`src/rtl/fpu_sequencer.sv`:
```
// Issue stage for the Q15 fixed-point unit: request FIFO, divide handshake and in-order writeback.
// Define FPU_SEQ_FLAGS_EN to add the registered res_nan/res_inf result flags.
module fpu_sequencer #(
  parameter int DEPTH = 4,
  parameter int TAG_W = 5
) (
  input  logic             clk,
  input  logic             reset,
  input  logic             req_valid,
  output logic             req_ready,
  input  logic [3:0]       req_op,
  input  logic [63:0]      req_a,
  input  logic [63:0]      req_b,
  input  logic [TAG_W-1:0] req_tag,
  output logic [3:0]       fpu_op,
  output logic [63:0]      fpu_a,
  output logic [63:0]      fpu_b,
  input  logic             fpu_busy,
  input  logic [63:0]      fpu_res,
  output logic             res_valid,
  input  logic             res_ready,
  output logic [63:0]      res_data,
  output logic [TAG_W-1:0] res_tag,
  output logic             res_err,
`ifdef FPU_SEQ_FLAGS_EN
  output logic             res_nan,
  output logic             res_inf,
`endif
  output logic             idle
);

  // state      | meaning
  // S_IDLE     | waiting for a head entry and writeback space
  // S_EXEC     | single-cycle op on the unit, result captured at the edge
  // S_DIV_LAUNCH | divide driven, waiting for the divider to be free
  // S_DIV_WAIT | divide in flight, captured when busy falls
  typedef enum logic [1:0] {S_IDLE, S_EXEC, S_DIV_LAUNCH, S_DIV_WAIT} state_e;

  localparam int PW = $clog2(DEPTH);
  localparam int CW = PW + 1;
  localparam logic [3:0] OP_DIV = 4'b0011;

  logic [3:0]       op_mem_q  [DEPTH];
  logic [63:0]      a_mem_q   [DEPTH];
  logic [63:0]      b_mem_q   [DEPTH];
  logic [TAG_W-1:0] tag_mem_q [DEPTH];

  logic [PW-1:0]    wr_ptr_q, rd_ptr_q;
  logic [CW-1:0]    count_q, count_d;
  state_e           state_q, state_d;

  logic             res_valid_q, res_valid_d;
  logic [63:0]      res_data_q;
  logic [TAG_W-1:0] res_tag_q;
  logic             res_err_q;

  logic             push, pop, load, load_err;
  logic [63:0]      load_data;
  logic             empty, full, can_start, head_unmapped;
  logic [3:0]       head_op;
  logic [63:0]      head_a, head_b;
  logic [TAG_W-1:0] head_tag;

  assign empty     = (count_q == '0);
  assign full      = (count_q == CW'(DEPTH));
  assign req_ready = !full;
  assign push      = req_valid && !full;

  assign head_op       = op_mem_q[rd_ptr_q];
  assign head_a        = a_mem_q[rd_ptr_q];
  assign head_b        = b_mem_q[rd_ptr_q];
  assign head_tag      = tag_mem_q[rd_ptr_q];
  assign head_unmapped = (head_op inside {4'b0111, 4'b1011, 4'b1110, 4'b1111});
  // Writeback space exists if the slot is empty or is being drained this cycle.
  assign can_start     = !empty && (!res_valid_q || res_ready);

  always_ff @(posedge clk) begin
    if (push) begin
      op_mem_q[wr_ptr_q]  <= req_op;
      a_mem_q[wr_ptr_q]   <= req_a;
      b_mem_q[wr_ptr_q]   <= req_b;
      tag_mem_q[wr_ptr_q] <= req_tag;
    end
  end

  always_comb begin
    state_d   = state_q;
    pop       = 1'b0;
    load      = 1'b0;
    load_data = '0;
    load_err  = 1'b0;
    fpu_op    = 4'b0000;
    fpu_a     = '0;
    fpu_b     = '0;
    unique case (state_q)
      S_IDLE: begin
        if (can_start) begin
          if (head_op == OP_DIV) begin
            state_d = S_DIV_LAUNCH;
          end else if (head_unmapped) begin
            pop      = 1'b1;
            load     = 1'b1;
            load_err = 1'b1;
          end else begin
            state_d = S_EXEC;
          end
        end
      end
      S_EXEC: begin
        fpu_op    = head_op;
        fpu_a     = head_a;
        fpu_b     = head_b;
        load      = 1'b1;
        load_data = fpu_res;
        pop       = 1'b1;
        state_d   = S_IDLE;
      end
      S_DIV_LAUNCH: begin
        fpu_op = OP_DIV;
        fpu_a  = head_a;
        fpu_b  = head_b;
        if (!fpu_busy) state_d = S_DIV_WAIT;
      end
      S_DIV_WAIT: begin
        fpu_op = OP_DIV;
        fpu_a  = head_a;
        fpu_b  = head_b;
        // The divider relaunches on this edge; the next launch simply waits it out.
        if (!fpu_busy) begin
          load      = 1'b1;
          load_data = fpu_res;
          pop       = 1'b1;
          state_d   = S_IDLE;
        end
      end
      default: state_d = S_IDLE;
    endcase
  end

  always_comb begin
    count_d = count_q;
    if (push && !pop) count_d = count_q + CW'(1);
    else if (!push && pop) count_d = count_q - CW'(1);
  end

  always_comb begin
    res_valid_d = res_valid_q;
    if (load) res_valid_d = 1'b1;
    else if (res_valid_q && res_ready) res_valid_d = 1'b0;
  end

  always_ff @(posedge clk or negedge reset) begin
    if (!reset) begin
      state_q     <= S_IDLE;
      wr_ptr_q    <= '0;
      rd_ptr_q    <= '0;
      count_q     <= '0;
      res_valid_q <= 1'b0;
      res_data_q  <= '0;
      res_tag_q   <= '0;
      res_err_q   <= 1'b0;
    end else begin
      state_q     <= state_d;
      count_q     <= count_d;
      res_valid_q <= res_valid_d;
      if (push) wr_ptr_q <= wr_ptr_q + PW'(1);
      if (pop)  rd_ptr_q <= rd_ptr_q + PW'(1);
      if (load) begin
        res_data_q <= load_data;
        res_tag_q  <= head_tag;
        res_err_q  <= load_err;
      end
    end
  end

`ifdef FPU_SEQ_FLAGS_EN
  logic res_nan_q, res_inf_q;

  always_ff @(posedge clk or negedge reset) begin
    if (!reset) begin
      res_nan_q <= 1'b0;
      res_inf_q <= 1'b0;
    end else if (load) begin
      res_nan_q <= !load_err && (load_data == 64'h8000_0000_0000_0000);
      res_inf_q <= !load_err && ((load_data == 64'h7fff_ffff_ffff_ffff) ||
                                 (load_data == 64'h8000_0000_0000_0001));
    end
  end

  assign res_nan = res_nan_q;
  assign res_inf = res_inf_q;
`endif

  assign res_valid = res_valid_q;
  assign res_data  = res_data_q;
  assign res_tag   = res_tag_q;
  assign res_err   = res_err_q;
  assign idle      = empty && (state_q == S_IDLE) && !res_valid_q;

endmodule

```
`config.mk`:
```
export PLATFORM = sky130hd
export DESIGN_NAME = fpu_sequencer
export DESIGN_NICKNAME = d
export VERILOG_FILES = /design/src/rtl/fpu_sequencer.sv
export SDC_FILE = /design/constraint.sdc
export NUM_CORES = 1
export LEC_CHECK = 0
export ABC_AREA = 1
export CAP_MARGIN = 20
export CORE_MARGIN = 3
export CORE_UTILIZATION = 48
export DETAILED_ROUTE_END_ITERATION = 7
export PLACE_DENSITY_LB_ADDON = 0.25
export SLEW_MARGIN = 20
export SYNTH_ARGS = -nofsm -noshare
export SYNTH_HDL_FRONTEND = slang
export SYNTH_SLANG_ARGS = --single-unit
```
`constraint.sdc`:
```
create_clock -name clk -period 6.9 [get_ports clk]
set_input_delay 1.38 -clock clk [delete_from_list [all_inputs] [get_ports clk]]
set_output_delay 1.38 -clock clk [all_outputs]
set_load 0.005 [all_outputs]
```
==> impl_metrics.py, run 1 <==
metrics = {
    "setup_path": {
        "r2r_cells": 14,
        "crit_chain": "buf_4 > buf_4 > nor2_1 > nor2_1 > o21ai_0 > a21oi_1 > clkdlybuf4s50_1",
        "cp_data_arrival_time_ps": 4090,
        "r2r_setup_slack_ps": 2400,
        "critical_path_class": "register to output port",
        "cp-start-kind": "register",
        "startpoint": "rd_ptr_q[0]$_DFFE_PN0P_",
        "worstPathRequired_ps": 5520,
        "endpoint": "fpu_a[39]",
        "crit_family": "buffers and inverters",
        "reg2reg_to": "count_q[1]$_DFFE_PN0P_",
        "crit_buf_inv": 3,
        "regToRegStartpoint": "rd_ptr_q[0]$_DFFE_PN0P_",
        "critical_path.endpoint_type": "output port",
        "slowest_delay_ps": 810,
        "cp.depth": 7,
        "crit_slowest_cell": "dfrtp_4",
        "cp_max_fo": 88,
    },
    "die": {
        "placement_rows": 82,
        "io_pins": 411,
        "start_util": 0.486,
        "dieHeight_um": 232,
        "dieArea_sq_mm": 0.0537,
        "core_sq_mm": 0.0503,
        "die_x_um": 232,
    },
    "synth": {
        "syn_inst": 2002,
        "synth_cell_type_count": 25,
        "synth_edf_count": 548,
        "yosys_register_bits": 628,
        "netlist_area_sq_mm": 0.0245,
        "ys_async_sr_fraction": 0.127,
        "yosysTopAreaCellShare": 0.673,
        "avgSynthCellArea_sq_um": 12.2,
        "yosysTopAreaCell": "edfxtp_1",
        "yosysSeqAreaShare": 0.755,
        "synth.area.top_cells": "edfxtp_1 67%, nor2_1 8.2%, dfrtp_1 8.2%",
        "ys.flop_type": "edfxtp_1",
        "syn_nets": 2214,
        "yosys_warnings": 0,
    },
    "drt": {
        "postRouteAntennaNets": 0,
        "drc": 0,
        "drt_first_pass_iters": 5,
        "post_drt_wl_per_cell_um": 19.5,
        "viasPerCell": 5.32,
        "first_iter_violations": 1097,
        "drt-total-wl_mm": 60.5,
        "vias": 16492,
    },
    "clock_network": {
        "cts_hold_buf": 0,
        "clk_path_buf_depth": 3,
        "cts-root-buf": "clkbuf_16",
        "cts.repair.resized": 0,
        "clk_pin_slew_ps": 60,
        "numCtsBuffers": 66,
        "post_cts_buffers": 0,
        "clock_latency_ps": 590,
        "clock_sinks": 628,
        "cts_tree": "done",
        "htreeDepth": 3,
    },
    "grt": {
        "grt-ovfl-total": 0,
        "grt_pass1_wl_mm": 91.9,
        "grt_max_degree": 149,
        "grt.total_usage": 0.221,
        "grt_pass1_vias": 16359,
        "antenna_found_initial": 16,
    },
    "placed_design": {
        "post-place-cells": 2976,
        "portBuffers": 410,
        "place_congestion": 0.886,
        "pre_cts_ws_ps": 2040,
        "dp_hpwl_mm": 33.8,
    },
    "timing": {
        "fmax_mhz": 183,
        "slew_viol_final": 0,
        "finalClockSkew_ps": 25.7,
        "setup_viol_count_final": 0,
        "slew_headroom": 0.297,
        "hold_viol": 0,
        "fin_crit_sh": 0.793,
        "grt_setup_unrepaired": "no",
        "worst_slack_ps": 1430,
        "tightest_slew_ps": 1050,
        "fin_crit_ps": 5470,
    },
    "final_layout": {
        "stdcell_count": 3101,
        "fillers": 3804,
        "layout_common_cells": "548 x edfxtp_1, 528 x nor2_1, 409 x clkdlybuf4s50_1",
        "layout_commonest_cell": "edfxtp_1",
        "fin_nets": 2584,
        "syn_to_final_growth_pct": 27.5,
        "drive_gt1_frac": 0.0520,
    },
    "pwr": {
        "p_leak_nw": 11.1,
        "ir_drop_uv": 349,
        "power.density_mw_per_mm2": 451,
        "total_power_mw": 14.1,
    },
    "outcome": {
        "run_status": "finished clean",
    },
    "flow_run": {
        "drv_cap": 0,
    },
    "min_path": {
        "hp-class": "register to register",
    },
}
[worst min-delay path by stage]
stage,start,end,cells past startpoint
floorplan,count_q[2]$_DFFE_PN0P_,count_q[2]$_DFFE_PN0P_,1
global placement,res_data[56]$_DFFE_PN0P_,res_data[56]$_DFFE_PN0P_,2
detailed placement,res_data[35]$_DFFE_PN0P_,res_data[35]$_DFFE_PN0P_,2
CTS,res_data[12]$_DFFE_PN0P_,res_data[12]$_DFFE_PN0P_,2
global route,count_q[2]$_DFFE_PN0P_,count_q[2]$_DFFE_PN0P_,1
finish,res_data[35]$_DFFE_PN0P_,res_data[35]$_DFFE_PN0P_,2
[layer usage]
layer / GRT usage / up-vias / share of wire
li1: - / 7759 / -
met1: 0.281 / 8022 / 0.40
met2: 0.362 / 584 / 0.48
met3: 0.0599 / 111 / 0.083
met4: 0.0864 / 16 / 0.029
met5: 0 / - / 0.0015
[through the flow]
step	utilization	hold slack (ps)	instance area (sq um)	setup TNS [ps]
finish	0.620	495	31200	0
global placement	0.578	480	29100	0
global route	0.620	524	31200	0
floorplan	-	469	24500	-518230
CTS	0.620	500	31200	0
detailed placement	0.578	487	29100	0
[final cells by class]
| class | count | area [sq um] | area share |
|---|---|---|---|
| Inverter | 20 | 82.6 | 0.00265 |
| Timing Repair Buffer | 429 | 4310 | 0.138 |
| Multi-Input combinational cell | 1227 | 5380 | 0.173 |
| Clock inverter | 39 | 303 | 0.00971 |
| Sequential cell | 628 | 18500 | 0.592 |
| Antenna cell | 6 | 15.0 | 0.000482 |
| Tap cell | 672 | 841 | 0.0270 |
| Clock buffer | 80 | 1790 | 0.0573 |
[where the power goes]
| group | internal [mW] | switching (mW) |
|---|---|---|
| Sequential | 5.09 | 0.350 |
| Clock | 2.03 | 1.39 |
| Combinational | 2.17 | 3.03 |
[synth_stat cells, types with 2 or more instances]
master    instances
clkbuf_1         64
dfrtp_1          80
nand3_1          82
nand2_1         186
inv_1            18
buf_6             8
nor2_1          534
a21oi_1         131
buf_4             2
o21ai_0         273
ha_1              5
xor2_1            2
buf_2            31
xnor2_1           2
buf_1            22
edfxtp_1        548
nand2_2           2
o22ai_1           5
[sequential cells by signal (all words and copies together) (netlist names)]
| signal | flops |
|---|---|
| a_mem_q | 256 |
| b_mem_q | 256 |
| count_q | 3 |
| op_mem_q | 16 |
| rd_ptr_q | 2 |
| res_data | 64 |
| res_err | 1 |
| res_tag | 5 |
| res_valid | 1 |
| state_q | 2 |
| tag_mem_q | 20 |
| wr_ptr_q | 2 |
[cells by family (layout without fill, tap and decap cells)]
group / after synthesis / in the layout / synth area share
simple gates: 807 / 807 / 0.129
compound gates: 409 / 409 / 0.0840
fa+ha+maj: 6 / 6 / 0.00338
mux: 1 / 1 / 0.000460
xor+xnor: 4 / 4 / 0.00143
other cells: 0 / 6 / 0
flops: 628 / 628 / 0.755
buf+inv: 147 / 568 / 0.0270
[worst reg2reg max path, delay by kind of cell (launching register included)]
kind,cells,cell delay [ps]
and+or+nand+nor,8,1820
muxes,1,260
DFF,1,700
adders and majority gates,2,610
buffers and inverters,3,1010
No activity file was read; power rests on OpenSTA's default activity.
==> run 2, diff against run 1 <==
CORE_UTILIZATION = 53   (was 48)
clock period = 5.1 ns   (was 6.9 ns; I/O delays follow)
==> impl_metrics.py, run 2 (synthesis results as in run 1) <==
metrics = {
    "clock_network": {
        "clk_pin_slew_ps": 60,
        "clock_latency_ps": 620,
        "htreeDepth": 2,
        "cts_hold_buf": 0,
        "post_cts_buffers": 0,
        "numCtsBuffers": 59,
        "clock_sinks": 628,
        "clk_path_buf_depth": 3,
        "cts-root-buf": "clkbuf_16",
        "cts_tree": "done",
        "cts.repair.resized": 0,
    },
    "drt": {
        "vias": 16670,
        "drt_first_pass_iters": 5,
        "drc": 0,
        "viasPerCell": 5.49,
        "first_iter_violations": 1326,
        "postRouteAntennaNets": 0,
        "post_drt_wl_per_cell_um": 20.2,
        "drt-total-wl_mm": 61.5,
    },
    "pwr": {
        "total_power_mw": 19.0,
        "p_leak_nw": 11.1,
        "ir_drop_uv": 419,
        "power.density_mw_per_mm2": 611,
        "p_sw_mw": 6.50,
        "clockPowerShare": 0.232,
        "p_seq_frac": 0.387,
        "p_comb_frac": 0.381,
        "switching_share": 0.342,
        "power.internal_mw": 12.5,
    },
    "setup_path": {
        "critical_path.endpoint_type": "output port",
        "cp_max_fo": 70,
        "cp_data_arrival_time_ps": 3650,
        "cp-start-kind": "register",
        "r2r_cells": 14,
        "regToRegStartpoint": "rd_ptr_q[0]$_DFFE_PN0P_",
        "reg2reg_to": "count_q[1]$_DFFE_PN0P_",
        "critical_path_class": "register to output port",
        "worstPathRequired_ps": 4080,
        "r2r_setup_slack_ps": 1330,
    },
    "timing": {
        "hold_viol": 0,
        "grt_setup_unrepaired": "no",
        "fmax_mhz": 214,
        "fin_crit_ps": 4670,
        "fin_tns_setup_ps": 0,
        "slew_headroom": 0.281,
        "fin_crit_sh": 0.916,
        "setup_viol_count_final": 0,
        "finalClockSkew_ps": 21.5,
        "worst_slack_ps": 430,
        "tightest_slew_ps": 1080,
        "whs_ps": 468,
        "slew_viol_final": 0,
    },
    "grt": {
        "antenna_found_initial": 12,
        "grt-ovfl-total": 0,
        "grt_pass1_wl_mm": 93.1,
        "grt_pass1_vias": 16176,
        "grt.total_usage": 0.244,
        "grt_max_degree": 113,
    },
    "flow_run": {
        "drv_cap": 0,
    },
    "placed_design": {
        "portBuffers": 410,
        "dp_hpwl_mm": 36.3,
        "post-place-cells": 2918,
        "place_congestion": 0.815,
        "pre_cts_ws_ps": 1090,
        "postPlaceCellArea_sq_mm": 0.0291,
    },
    "outcome": {
        "run_status": "finished clean",
    },
    "die": {
        "dieArea_sq_mm": 0.0488,
        "placement_rows": 78,
        "dieHeight_um": 221,
        "start_util": 0.538,
        "die_x_um": 221,
        "io_pins": 411,
        "core_sq_mm": 0.0455,
    },
    "final_layout": {
        "layout_commonest_cell": "edfxtp_1",
        "syn_to_final_growth_pct": 27.3,
        "layout_common_cells": "548 x edfxtp_1, 528 x nor2_1, 409 x clkdlybuf4s50_1",
        "design_area_sq_mm": 0.0311,
        "fillers": 3235,
        "fin_nets": 2592,
        "stdcell_count": 3037,
        "post-route-util": 0.684,
        "drive_gt1_frac": 0.0564,
    },
    "min_path": {
        "hp-class": "input pin to async pin",
    },
}
-- run 2: worst max-delay path, stage by stage, from the launching register on --
cell and delay (ps):
dfrtp_4 950, buf_4 750, nor2_1 140, nor2_1 150, o21ai_0 100, a21oi_1 340
clkdlybuf4s50_1 580
-- run 2: routing by layer --
metal,global-route usage,part of all wire
met5,0,0.0013
met1,0.337,0.42
met4,0.0723,0.020
met3,0.0478,0.075
met2,0.397,0.49
-- run 2: power groups by stage --
stage	combinational [mW]	clock, mW	sequential [mW]
2_1_floorplan	3.73	0	7.38
3_3_place_gp	7.09	0	7.41
3_5_place_dp	7.22	0	7.46
4_1_cts	7.28	4.49	7.36
5_1_grt	7.95	4.69	7.46
6_report	7.24	4.40	7.36
-- run 2: final cells by class --
cell class                 instances  area (sq um)  share of cell area
clock inverter                    38           390              0.0125
clock buffer                      73          1570              0.0504
timing repair buffer             444          4470               0.144
tap                              600           751              0.0241
multi-input combinational       1227          5380               0.173
antenna                            7          17.5            0.000563
inverter                          20          82.6             0.00265
sequential                       628         18500               0.593
-- run 2: how the worst max path moves through the flow --
stage,from,to,depth (start not counted)
2_1_floorplan,req_valid,a_mem_q[0][0]$_DFFE_PP_,2
3_3_place_gp,rd_ptr_q[0]$_DFFE_PN0P_,fpu_a[31],5
3_5_place_dp,rd_ptr_q[0]$_DFFE_PN0P_,fpu_b[51],6
4_1_cts,rd_ptr_q[0]$_DFFE_PN0P_,fpu_b[51],6
5_1_grt,rd_ptr_q[0]$_DFFE_PN0P_,fpu_a[21],6
6_report,rd_ptr_q[0]$_DFFE_PN0P_,fpu_b[51],6
==> run 3, diff against run 2 <==
CAP_MARGIN = unset   (was 20)
==> results of run 3 <==
Final layout, timing and power as in run 2 (identical DEF).
